`src/rtl/mac_pkg.sv`:
```
// Shared defaults and state encoding for the mac row collector.
// Latency: n/a (declarations only).
// Backpressure: n/a.
package mac_pkg;
    localparam int DATA_W  = 16;
    localparam int IDX_W   = 8;
    localparam int ROW_LEN = 32;
    localparam int ACC_W   = 24;

    typedef enum logic {
        ACCUM = 1'b0,
        DRAIN = 1'b1
    } state_t;
endpackage

```
`src/rtl/mac_sat_add.sv`:
```
// Unsigned ACC_W adder that clamps to all-ones on overflow and flags it.
// Latency: combinational.
// Backpressure: n/a.
module mac_sat_add #(
    parameter int ACC_W = 24
) (
    input  logic [ACC_W-1:0] a,
    input  logic [ACC_W-1:0] b,
    output logic [ACC_W-1:0] sum,
    output logic             sat
);
    logic [ACC_W:0] full;

    assign full = {1'b0, a} + {1'b0, b};
    assign sat  = full[ACC_W];
    assign sum  = sat ? '1 : full[ACC_W-1:0];
endmodule

```
`src/rtl/mac_row_collector.sv`:
```
// Accumulates mac partial sums per row position, then drains the finished row.
// Latency: psum lands in the buffer at the accepting edge; drain starts the cycle after row_last.
// Backpressure: psum_ready low for the whole drain; drain holds outputs while out_ready is low.
module mac_row_collector #(
    parameter int DATA_W  = mac_pkg::DATA_W,
    parameter int IDX_W   = mac_pkg::IDX_W,
    parameter int ROW_LEN = mac_pkg::ROW_LEN,
    parameter int ACC_W   = mac_pkg::ACC_W
) (
    input  logic              clk,
    input  logic              rst,
    input  logic              psum_valid,
    output logic              psum_ready,
    input  logic [DATA_W-1:0] psum,
    input  logic [IDX_W-1:0]  psum_idx,
    input  logic              row_last,
    output logic              out_valid,
    input  logic              out_ready,
    output logic [ACC_W-1:0]  out_data,
    output logic [IDX_W-1:0]  out_idx,
    output logic              out_last,
    output logic              row_sat,
    output logic              idx_err
);
    import mac_pkg::*;

    localparam int              PTR_W    = (ROW_LEN > 1) ? $clog2(ROW_LEN) : 1;
    localparam logic [PTR_W-1:0] LAST_PTR = PTR_W'(ROW_LEN - 1);

    state_t           state;
    logic [PTR_W-1:0] ptr;
    logic             sat_flag;
    logic [ACC_W-1:0] row_buf [ROW_LEN];

    logic             accept;
    logic             idx_ok;
    logic             drain_hs;
    logic [PTR_W-1:0] wr_ptr;
    logic [ACC_W-1:0] add_sum;
    logic             add_sat;

    assign accept   = psum_valid && psum_ready;
    // Compare at 32 bits so ROW_LEN == 2**IDX_W cannot wrap to zero.
    assign idx_ok   = 32'(psum_idx) < ROW_LEN;
    assign wr_ptr   = psum_idx[PTR_W-1:0];
    assign drain_hs = out_valid && out_ready;

    mac_sat_add #(.ACC_W(ACC_W)) u_sat_add (
        .a   (row_buf[wr_ptr]),
        .b   (ACC_W'(psum)),
        .sum (add_sum),
        .sat (add_sat)
    );

    always_ff @(posedge clk or posedge rst) begin
        if (rst) begin
            state      <= ACCUM;
            ptr        <= '0;
            sat_flag   <= 1'b0;
            psum_ready <= 1'b1;
            out_valid  <= 1'b0;
            idx_err    <= 1'b0;
        end else begin
            idx_err <= accept && !idx_ok;
            case (state)
                ACCUM: begin
                    if (accept && idx_ok && add_sat)
                        sat_flag <= 1'b1;
                    if (accept && row_last) begin
                        state      <= DRAIN;
                        ptr        <= '0;
                        psum_ready <= 1'b0;
                        out_valid  <= 1'b1;
                    end
                end
                DRAIN: begin
                    if (drain_hs) begin
                        if (ptr == LAST_PTR) begin
                            state      <= ACCUM;
                            ptr        <= '0;
                            sat_flag   <= 1'b0;
                            psum_ready <= 1'b1;
                            out_valid  <= 1'b0;
                        end else begin
                            ptr <= ptr + 1'b1;
                        end
                    end
                end
                default: begin
                    state      <= ACCUM;
                    psum_ready <= 1'b1;
                    out_valid  <= 1'b0;
                end
            endcase
        end
    end

    // Accumulate and drain-clear never overlap: psum_ready and out_valid are exclusive.
    always_ff @(posedge clk or posedge rst) begin
        if (rst) begin
            for (int i = 0; i < ROW_LEN; i++)
                row_buf[i] <= '0;
        end else if (accept && idx_ok) begin
            row_buf[wr_ptr] <= add_sum;
        end else if (drain_hs) begin
            row_buf[ptr] <= '0;
        end
    end

    assign out_data = out_valid ? row_buf[ptr] : '0;
    assign out_idx  = IDX_W'(ptr);
    assign out_last = out_valid && (ptr == LAST_PTR);
    assign row_sat  = sat_flag && out_last;
endmodule
```
`config.mk`:
```
export PLATFORM = sky130hd
export DESIGN_NAME = mac_row_collector
export DESIGN_NICKNAME = d
export VERILOG_FILES = /design/src/rtl/mac_pkg.sv /design/src/rtl/mac_sat_add.sv /design/src/rtl/mac_row_collector.sv
export SDC_FILE = /design/constraint.sdc
export NUM_CORES = 2
export LEC_CHECK = 0
export CAP_MARGIN = 10
export CELL_PAD_IN_SITES_DETAIL_PLACEMENT = 2
export CELL_PAD_IN_SITES_GLOBAL_PLACEMENT = 2
export CORE_UTILIZATION = 46
export DETAILED_ROUTE_END_ITERATION = 16
export GPL_TIMING_DRIVEN = 0
export PLACE_DENSITY = 0.82
export SLEW_MARGIN = 20
export SYNTH_ARGS = -nofsm -noshare
export SYNTH_HDL_FRONTEND = slang
export SYNTH_SLANG_ARGS = --single-unit
```
`constraint.sdc`:
```
create_clock -name clk -period 41.9 [get_ports clk]
set_input_delay 4.19 -clock clk [delete_from_list [all_inputs] [get_ports clk]]
set_output_delay 4.19 -clock clk [all_outputs]
set_load 0.05 [all_outputs]
```
==> flow_metrics.env <==
export IMPL_status="completed"
export IMPL_synth_edf_count=0
export IMPL_min_from="sat_flag"
export IMPL_cts_max_level=3
export IMPL_drt_total_wl_um=251000
export IMPL_cts_hold_buf=0
export IMPL_port_buffers=61
export IMPL_initialDrtViolationCount=6400
export IMPL_final_area_sq_um=46550
export IMPL_worst_pin_slew_ns=1.367
export IMPL_gp_congestion=1.031
export IMPL_slew_viol_final=0
export IMPL_clock_sinks=778
export IMPL_crit_start="psum_idx[1]"
export IMPL_clock_skew_ns=0.03674
export IMPL_fin_crit_sh_pct=33.14
export IMPL_criticalPathCategory="input pin to flop"
export IMPL_routed_via_density=7.928
export IMPL_syn_area_sq_um=40500
export IMPL_placed_area_sq_um=43250
export IMPL_max_slew_margin_pct=8.860
export IMPL_clk_latency_ns=0.72
export IMPL_worstPathRequired_ns=42.43
export IMPL_syn_instance_count=3698
export IMPL_rsz0062_at_grt="false"
export IMPL_cts_made_buffers=89
export IMPL_place_hpwl_um=170400
export IMPL_clk_pin_slew_ns=0.07
export IMPL_cpMostUsedCell="buf_2"
export IMPL_cts_root_buffer="clkbuf_16"
export IMPL_grt_pass1_wl_um=344400
export IMPL_powerDensity_nw_per_um2=37.08
export IMPL_setup_slack_ns=28.02
export IMPL_hold_viol=0
export IMPL_fin_nets=3929
export IMPL_die_h_um=298.7
export IMPL_detail_route_antenna_nets=0
export IMPL_first_pass_iters=7
export IMPL_filler_cell_count=8565
export IMPL_start_kind="input pin"
export IMPL_async_reset_ff_share_pct=100.0
export IMPL_die_width_um=298.7
export IMPL_synth_flop_cell="dfrtp_1"
export IMPL_synth_seq_cells=778
export IMPL_holdCritPathClass="flop to flop"
export IMPL_core_area_sq_um=87020
export IMPL_crit_path_top_delay_cell="buf_1"
export IMPL_wl_per_cell_um=49.07
export IMPL_grt_pass1_vias=42120
export IMPL_p_leak_nw=19.31
export IMPL_dieArea_sq_um=89240
export IMPL_r2r_start="row_buf[576]"
export IMPL_fin_crit_ns=13.88
export IMPL_io_pins=66
export IMPL_cts_resized=0
export IMPL_drive_above_1_share_pct=16.75
export IMPL_initial_core_util_pct=46.54
export IMPL_multiInputGateArea_sq_um=19590
export IMPL_post_place_ws_ns=28.50
export IMPL_area_growth_pct=14.94
export IMPL_antenna_found_initial=21
export IMPL_ir_worst_vdd_mv=0.03514
export IMPL_grt_use_total_pct=56.43
export IMPL_avgSynthCellArea_sq_um=10.95
export IMPL_ys_seq_area_share_pct=48.07
export IMPL_num_rows=108
export IMPL_cts_buffer_depth=3
export IMPL_crit_path_end_kind="flop"
export IMPL_setup_tns_ns=0
export IMPL_ys_types=62
export IMPL_max_freq_mhz=72.03
export IMPL_cts_setup_buffers=0
export IMPL_cp_max_fo=11
export IMPL_path_delay_family="buffers and inverters"
export IMPL_vias=40550
export IMPL_register_area_sq_um=19470
export IMPL_cap_violations=0
export IMPL_final_setup_viol_count=0
export IMPL_worstPathArrival_ns=14.42
export IMPL_grt_overflow_total=0
export IMPL_slowest_delay_ns=1.03
export IMPL_cts_tree="built"
export IMPL_critPathBufInv=8
export IMPL_path_cells="buf_2 -> buf_2 -> buf_2 -> clkbuf_1 -> buf_1 -> clkbuf_2 -> mux4_2 -> a22oi_1 -> nand4_1 -> ha_1 -> fa_1 -> a211oi_1 -> o211ai_1 -> a21oi_1 -> nor3_1 -> nor2_1 -> nor3_2 -> buf_4 -> a21oi_1 -> clkbuf_1 -> o21ai_1"
export IMPL_drc=0
export IMPL_yosys_warnings=0
export IMPL_grt_max_degree=112
==> cell families after synthesis <==
kind of cell	Yosys count	share of synthesized area, %
flops	778	48.07
xor+xnor	14	0.3028
simple gates	949	9.651
buf+inv	377	3.710
mux	451	21.03
fa+ha+maj	22	0.6982
compound gates	1106	16.52
other cells	1	0.009259
==> cells in the mapped netlist (13+ instances only) <==
| cell type | n | share of area, % |
|---|---|---|
| nor4_1 | 13 | 0.20 |
| o21ai_0 | 320 | 4.0 |
| mux4_2 | 320 | 18 |
| ha_1 | 21 | 0.65 |
| o22ai_1 | 68 | 1.1 |
| a21oi_1 | 13 | 0.16 |
| o21ai_1 | 360 | 4.4 |
| buf_1 | 36 | 0.33 |
| buf_2 | 19 | 0.23 |
| mux2i_1 | 130 | 3.2 |
| dfrtp_1 | 777 | 48 |
| buf_4 | 17 | 0.32 |
| nand2_1 | 762 | 7.1 |
| a22o_1 | 138 | 3.0 |
| nand4_1 | 19 | 0.29 |
| clkbuf_1 | 297 | 2.8 |
| a22oi_1 | 144 | 2.7 |
| a41oi_1 | 16 | 0.35 |
| nor2_1 | 73 | 0.68 |
==> area by class of cell <==
class | count | area share (%)
Antenna cell | 13 | 0.06988
Buffer | 369 | 3.459
Timing Repair Buffer | 87 | 2.548
Sequential cell | 778 | 41.82
Clock buffer | 115 | 5.319
Inverter | 8 | 0.08063
Multi-Input combinational cell | 2545 | 42.07
Clock inverter | 45 | 1.521
Tap cell | 1155 | 3.104
==> flip-flops by register name, summed over array words and instances, names as in the netlist <==
signal	cells
out_valid	1
psum_ready	1
row_buf	768
ptr	5
idx_err	1
sat_flag	1
state	1
==> cell usage in the layout (no fill, tap or decap), types with 81 or more instances in the layout <==
| cell type | n |
|---|---|
| dfrtp_1 | 777 |
| clkbuf_1 | 229 |
| mux4_2 | 320 |
| clkbuf_16 | 90 |
| o21ai_0 | 319 |
| clkbuf_2 | 81 |
| o21ai_1 | 356 |
| mux2i_1 | 130 |
| nand2_1 | 762 |
| a22o_1 | 138 |
| a22oi_1 | 144 |
==> path summary, 6_finish.rpt <==
path	to	slack, ns	cells past startpoint
max	row_buf[327]	28.02	21
min	sat_flag	0.51	1
max reg2reg	row_buf[327]	34.64	15
min reg2reg	sat_flag	0.51	1
max in group asynchronous	row_buf[370]	36.12	5
min in group asynchronous	row_buf[135]	3.93	2
==> metal layers <==
layer	wire, um	vias up	global-route usage, %
li1	-	14100	-
met1	82660	20870	65.66
met2	103900	4017	78.58
met3	36650	1544	25.68
met4	27580	24	49.34
met5	175	-	0
==> worst register-to-register path, cell delays in order (launching register included) <==
cell      delay, ns
dfrtp_1        0.40
mux4_2         0.61
a22oi_1        0.26
nand4_1        0.14
ha_1           0.28
fa_1           0.51
a211oi_1       0.49
o211ai_1       0.55
a21oi_1        0.71
nor3_1         0.24
nor2_1         0.73
nor3_2         0.20
buf_4          0.32
a21oi_1        0.86
clkbuf_1       0.59
o21ai_1        0.20
==> report_power, final <==
part | total [mW] | switching, mW | leakage, nW | internal, mW
clock | 0.891 | 0.369 | 1.56 | 0.523
combinational | 0.0836 | 0.0649 | 6.88 | 0.0187
sequential | 0.751 | 0 | 10.9 | 0.751
==> through the flow <==
step / hold WS, ns / util (%) / instances / total power [mW]
after global placement: 0.4747 / 48.91 / 4916 / 0.8376
after detailed placement: 0.4928 / 49.70 / 4940 / 0.8434
after CTS: 0.5065 / 53.36 / 5100 / 1.710
after global routing: 0.5224 / 53.46 / 5102 / 1.738
final: 0.5060 / 53.49 / 5115 / 1.726
after floorplan: 0.4589 / - / 3700 / 0.8057
(Power assumes the default switching activity.)
